### src/rtl/mult_sched_pkg.sv
// mult_sched_pkg: shared FSM state type and default sizing for the multiplier scheduler.
package mult_sched_pkg;
  typedef enum logic [1:0] {IDLE, RUN, DONE} state_e;
  localparam int NREQ_DEF = 4;
  localparam int W_DEF = 4;
endpackage

### src/rtl/seq_mul_core.sv
// seq_mul_core: shift-add multiplier datapath, one partial-product step per step_i cycle.
module seq_mul_core
  import mult_sched_pkg::*;
#(
  parameter int W = W_DEF
) (
  input  logic           clk,
  input  logic           reset_n,
  input  logic           load_i,
  input  logic           step_i,
  input  logic [W-1:0]   multiplicand_i,
  input  logic [W-1:0]   multiplier_i,
  output logic [2*W-1:0] acc_o,
  output logic           last_o
);
  localparam int CW = $clog2(W + 1);
  logic [W-1:0]   mcand_q, mcand_d;
  logic [2*W-1:0] acc_q, acc_d;
  logic [CW-1:0]  count_q, count_d;
  logic [W:0]     upper;
  // The carry out of the add lands in the top bit, so the shifted acc never overflows.
  always_comb begin
    upper   = acc_q[0] ? {1'b0, acc_q[2*W-1:W]} + {1'b0, mcand_q} : {1'b0, acc_q[2*W-1:W]};
    mcand_d = load_i ? multiplicand_i : mcand_q;
    acc_d   = load_i ? {{W{1'b0}}, multiplier_i} : step_i ? {upper, acc_q[W-1:1]} : acc_q;
    count_d = load_i ? '0 : step_i ? count_q + CW'(1) : count_q;
  end
  always_ff @(posedge clk) begin
    if (!reset_n) begin
      mcand_q <= '0;
      acc_q   <= '0;
      count_q <= '0;
    end else begin
      mcand_q <= mcand_d;
      acc_q   <= acc_d;
      count_q <= count_d;
    end
  end
  assign acc_o  = acc_q;
  assign last_o = count_q == CW'(W - 1);
endmodule

### src/rtl/mult_scheduler.sv
// mult_scheduler: round-robin arbiter sharing one shift-add multiplier among NREQ requesters.
module mult_scheduler
  import mult_sched_pkg::*;
#(
  parameter int NREQ = NREQ_DEF,
  parameter int W = W_DEF,
  localparam int IW = NREQ > 1 ? $clog2(NREQ) : 1
) (
  input  logic             clk,
  input  logic             reset_n,
  input  logic [NREQ-1:0]  req_valid,
  input  logic [NREQ*W-1:0] req_multiplicand,
  input  logic [NREQ*W-1:0] req_multiplier,
  output logic [NREQ-1:0]  req_ready,
  output logic             res_valid,
  input  logic             res_ready,
  output logic [IW-1:0]    res_id,
  output logic [2*W-1:0]   res_product,
  output logic             busy
);
  state_e          state_q, state_d;
  logic [IW-1:0]   rr_ptr_q, rr_ptr_d, id_q, id_d, win;
  logic [NREQ-1:0] masked, pick, grant;
  logic [W-1:0]    mcand_sel, mplier_sel;
  logic            load, step, last;
  logic [2*W-1:0]  acc;
  // Requests at or above rr_ptr take priority; otherwise wrap to the lowest set bit.
  always_comb begin
    masked     = req_valid & ({NREQ{1'b1}} << rr_ptr_q);
    pick       = |masked ? masked : req_valid;
    grant      = pick & (~pick + NREQ'(1));
    win        = IW'($countones(grant - NREQ'(1)));
    mcand_sel  = W'(req_multiplicand >> (32'(win) * W));
    mplier_sel = W'(req_multiplier >> (32'(win) * W));
  end
  always_comb begin
    state_d   = state_q;
    load      = 1'b0;
    step      = 1'b0;
    req_ready = '0;
    case (state_q)
      IDLE: begin
        req_ready = reset_n ? grant : '0;
        load      = |req_valid;
        state_d   = |req_valid ? RUN : IDLE;
      end
      RUN: begin
        step    = 1'b1;
        state_d = last ? DONE : RUN;
      end
      DONE:    state_d = res_ready ? IDLE : DONE;
      default: state_d = IDLE;
    endcase
    rr_ptr_d = load ? (win == IW'(NREQ - 1) ? '0 : win + IW'(1)) : rr_ptr_q;
    id_d     = load ? win : id_q;
  end
  always_ff @(posedge clk) begin
    if (!reset_n) begin
      state_q  <= IDLE;
      rr_ptr_q <= '0;
      id_q     <= '0;
    end else begin
      state_q  <= state_d;
      rr_ptr_q <= rr_ptr_d;
      id_q     <= id_d;
    end
  end
  seq_mul_core #(.W(W)) u_core (
    .clk           (clk),
    .reset_n       (reset_n),
    .load_i        (load),
    .step_i        (step),
    .multiplicand_i(mcand_sel),
    .multiplier_i  (mplier_sel),
    .acc_o         (acc),
    .last_o        (last)
  );
  assign busy        = state_q != IDLE;
  assign res_valid   = state_q == DONE;
  assign res_product = acc;
  assign res_id      = id_q;
endmodule

### config.mk
export PLATFORM = sky130hd
export DESIGN_NAME = mult_scheduler
export DESIGN_NICKNAME = d
export VERILOG_FILES = /design/src/rtl/mult_sched_pkg.sv /design/src/rtl/seq_mul_core.sv /design/src/rtl/mult_scheduler.sv
export SDC_FILE = /design/constraint.sdc
export NUM_CORES = 1
export LEC_CHECK = 0
export ABC_AREA = 1
export ABC_CLOCK_PERIOD_IN_PS = 2200
export CAP_MARGIN = 30
export CORE_AREA = 2 2 47 93
export DETAILED_ROUTE_END_ITERATION = 8
export DIE_AREA = 0 0 49 95
export GPL_ROUTABILITY_DRIVEN = 0
export GPL_TIMING_DRIVEN = 0
export PLACE_DENSITY = 0.75
export REMOVE_ABC_BUFFERS = 1
export SLEW_MARGIN = 25
export SYNTH_ARGS = -nofsm -noshare
export SYNTH_HDL_FRONTEND = slang
export SYNTH_HIERARCHICAL = 1
export SYNTH_SLANG_ARGS = --single-unit
### constraint.sdc
create_clock -name clk -period 2.2 [get_ports clk]
set_input_delay 0.55 -clock clk [delete_from_list [all_inputs] [get_ports clk]]
set_output_delay 0.55 -clock clk [all_outputs]
set_load 0.02 [all_outputs]
==> impl_metrics.tcl <==
set metrics [dict create \
    fp.dieArea_sq_mm 0.00466 \
    worstMarginPinSlew_ps 629 \
    synth_edf_count 0 \
    core-area_sq_mm 0.00401 \
    clk_pin_slew_worst_paths_ps 80 \
    ys_ff_latch 21 \
    pin_count 55 \
    drive_gt1_share_pct 22.1 \
    grt_max_degree 17 \
    htreeDepth 1 \
    utilization_pct 56.5 \
    detail_route.wl_per_cell_um 11.4 \
    cp_cell_sequence "buf_6 > nand2_4 > inv_2 > a31oi_4 > inv_2 > nand2_4 > nand2_4 > ha_4 > clkinvlp_4 > nand2_1 > nand2_1 > nand2_1 > o21ai_2 > a22oi_1 > o21ai_1" \
    initial_core_util_pct 38.3 \
    synth_mux_area_share_pct 5.22 \
    nets 337 \
    outcome "complete, no violations" \
    drtIter0Drc 23 \
    cp_max_fo 8 \
    final_antenna_net_count 0 \
    worst_ep_arrival_time_ps 2260 \
    die_w_um 49 \
    worstSetupStartpointType "input port" \
    syn_area_sq_mm 0.00153 \
    p_total_mw 1.51 \
    synth-xor-area-share_pct 0.571 \
    met2_usage_pct 34.7 \
    dp.cells 328 \
    cts_tree "done" \
    fin_setup_tns_ps 0 \
    max_cap_viol_count 0 \
    cts_hold_buf 0 \
    vias_per_cell 4.94 \
    clk_latency_ps 260 \
    cpPeakStageDelay_ps 340 \
    cts_sinks 21 \
    drc 0 \
    slew_headroom_pct 58.0 \
    antenna_found_initial 0 \
    synth_common_cells "62 x nand2_1, 25 x inv_1, 21 x dfxtp_1, 21 x nor2_1, 14 x a21oi_1" \
    yosysWarningCount 6 \
    synth_compound_area_share_pct 17.0 \
    crit_required_ps 2360 \
    skew_ps 2.52 \
    synth_most_common_cell "nand2_1" \
    layout_min_cycle_time_ps 2100 \
    rows 33 \
    synth_cell_types 29 \
    slew_violations 0 \
    critPathKind "input port to flip-flop" \
    cts_root_buffer "clkbuf_8" \
    hpwl_um 3050 \
    grt_setup_unrepaired "yes" \
    layout.cells.non_filler 341 \
    async_reset_ff_share_pct 0 \
    area_delta_synth_final_pct 47.6 \
    grt_pass1_vias 1645 \
    slowest_stage "ha_4" \
    first_pass_iters 4 \
    met3_usage_pct 1.74 \
    p_leak_nw 1.04 \
    hold_viol 0 \
    fp.dieH_um 95 \
    synth_fa_ha_area_share_pct 7.01 \
    synthFlopType "dfxtp_1" \
    clock.fmax_mhz 476 \
    via_count 1683 \
    clk_path_buf_depth 2 \
    busiest_layer "met2" \
    synth_top_area_share_pct 27.4 \
    yosys.area.top_type "dfxtp_1" \
    synth.avg_cell_area_sq_um 6.76 \
    nFillCells 404 \
    synth_cells 227 \
    grt_pass1_wl_um 6700 \
    period_share_pct 95.4 \
    portBuffers 54 \
    setup_viol 0 \
    yosys.area_share.simple_pct 31.6 \
    power.density_mw_per_mm2 666 \
    yosysSeqAreaShare_pct 27.4 \
    grt_use_total_pct 17.9 \
    use_met1_pct 19.3 \
    synth_top_family_by_area "simple AND/OR/NAND/NOR gates" \
    drt_wl_total_um 3900 \
    worstSetupEndpointType "flip-flop" \
    vdd_drop_max_mv 0.349 \
    grt_overflow_total 0 \
    numCtsBuffers 3 \
    antenna_cells 0 \
    synth_area_leaders "dfxtp_1 27%, nand2_1 15%, inv_1 6.1%" \
    hp-class "flip-flop to flip-flop" \
]
report_power, final:
group | total, mW | internal (mW) | switching [mW]
Clock | 0.253 | 0.126 | 0.126
Sequential | 0.466 | 0.427 | 0.0389
Combinational | 0.789 | 0.370 | 0.419
critical path, delay by kind of cell:
| kind | cells | cell delay [ps] |
|---|---|---|
| compound gates | 4 | 520 |
| buf+inv | 4 | 400 |
| simple gates | 6 | 420 |
| fa+ha+maj | 1 | 340 |
what timing repair did:
item                                    in CTS  in global routing
pin swaps                                    4                  7
gates cloned                                 0                  0
buffers inserted                             7                  2
endpoints found under the setup margin      15                 12
gates resized for setup                     31                 17
metal layers:
metal,part of all wire [%],wire (um)
met5,0,0
met2,53,2080
met3,3.7,145
met1,41,1590
met4,2.0,78
sequential cells by signal, summed over array words and instances (netlist names):
signal	count
u_core/count_q	3
u_core/acc_o	8
u_core/mcand_q	4
rr_ptr_q	2
state_q	2
res_id	2
stage by stage:
step,hold slack [ps],setup WS (ps),instance area [sq um]
2_1_floorplan,443,-229,1490
3_3_place_gp,453,-1080,2100
3_5_place_dp,462,-1130,2100
4_1_cts,474,-0.159,2230
5_1_grt,496,-35.3,2260
6_report,473,100,2260
final cells by class:
class                           count  area (sq um)  share of cell area (%)
Multi-Input combinational cell    167          1000                    44.4
Timing Repair Buffer               63           593                    26.2
Sequential cell                    21           422                    18.6
Inverter                           34           134                    5.91
Tap cell                           52          65.1                    2.87
Clock buffer                        3          41.3                    1.82
Clock inverter                      1          5.00                   0.221
cells in the final DEF, fill, tap and decap left out, types with 2 or more instances in the layout:
cell | synthesis | layout
dlygate4sd2_1 | 0 | 3
clkdlybuf4s50_1 | 0 | 45
inv_1 | 25 | 22
inv_2 | 8 | 10
mux2i_1 | 8 | 6
mux2i_2 | 0 | 2
o21ai_2 | 8 | 8
nand2_1 | 62 | 57
clkbuf_2 | 0 | 3
nand2_4 | 3 | 7
buf_2 | 2 | 2
dfxtp_1 | 21 | 20
nand2_2 | 7 | 8
a21oi_1 | 14 | 14
nand3_1 | 11 | 11
nor2_1 | 21 | 20
o21ai_1 | 2 | 4
clkbuf_8 | 0 | 3
o21ai_0 | 12 | 10
ha_1 | 7 | 6
nand3_2 | 2 | 2
buf_4 | 1 | 8
kinds of logic after synthesis:
logic type,count (synthesis)
AOI/OAI and AO/OA,41
xor gates and xnor gates,1
adders and majority gates,8
buffers and inverters,39
DFF,21
muxes,8
and+or+nand+nor,109
worst paths after layout:
check,endpoint,from,cells after the start,slack (ps)
worst max-delay path,u_core/acc_o[1],req_valid[1],15,100
worst min-delay path,res_id[0],res_id[0],2,470
worst min register to register,res_id[0],res_id[0],2,470
worst max register to register,u_core/acc_o[1],rr_ptr_q[1],15,110
Power figures use the tool's default switching activity.
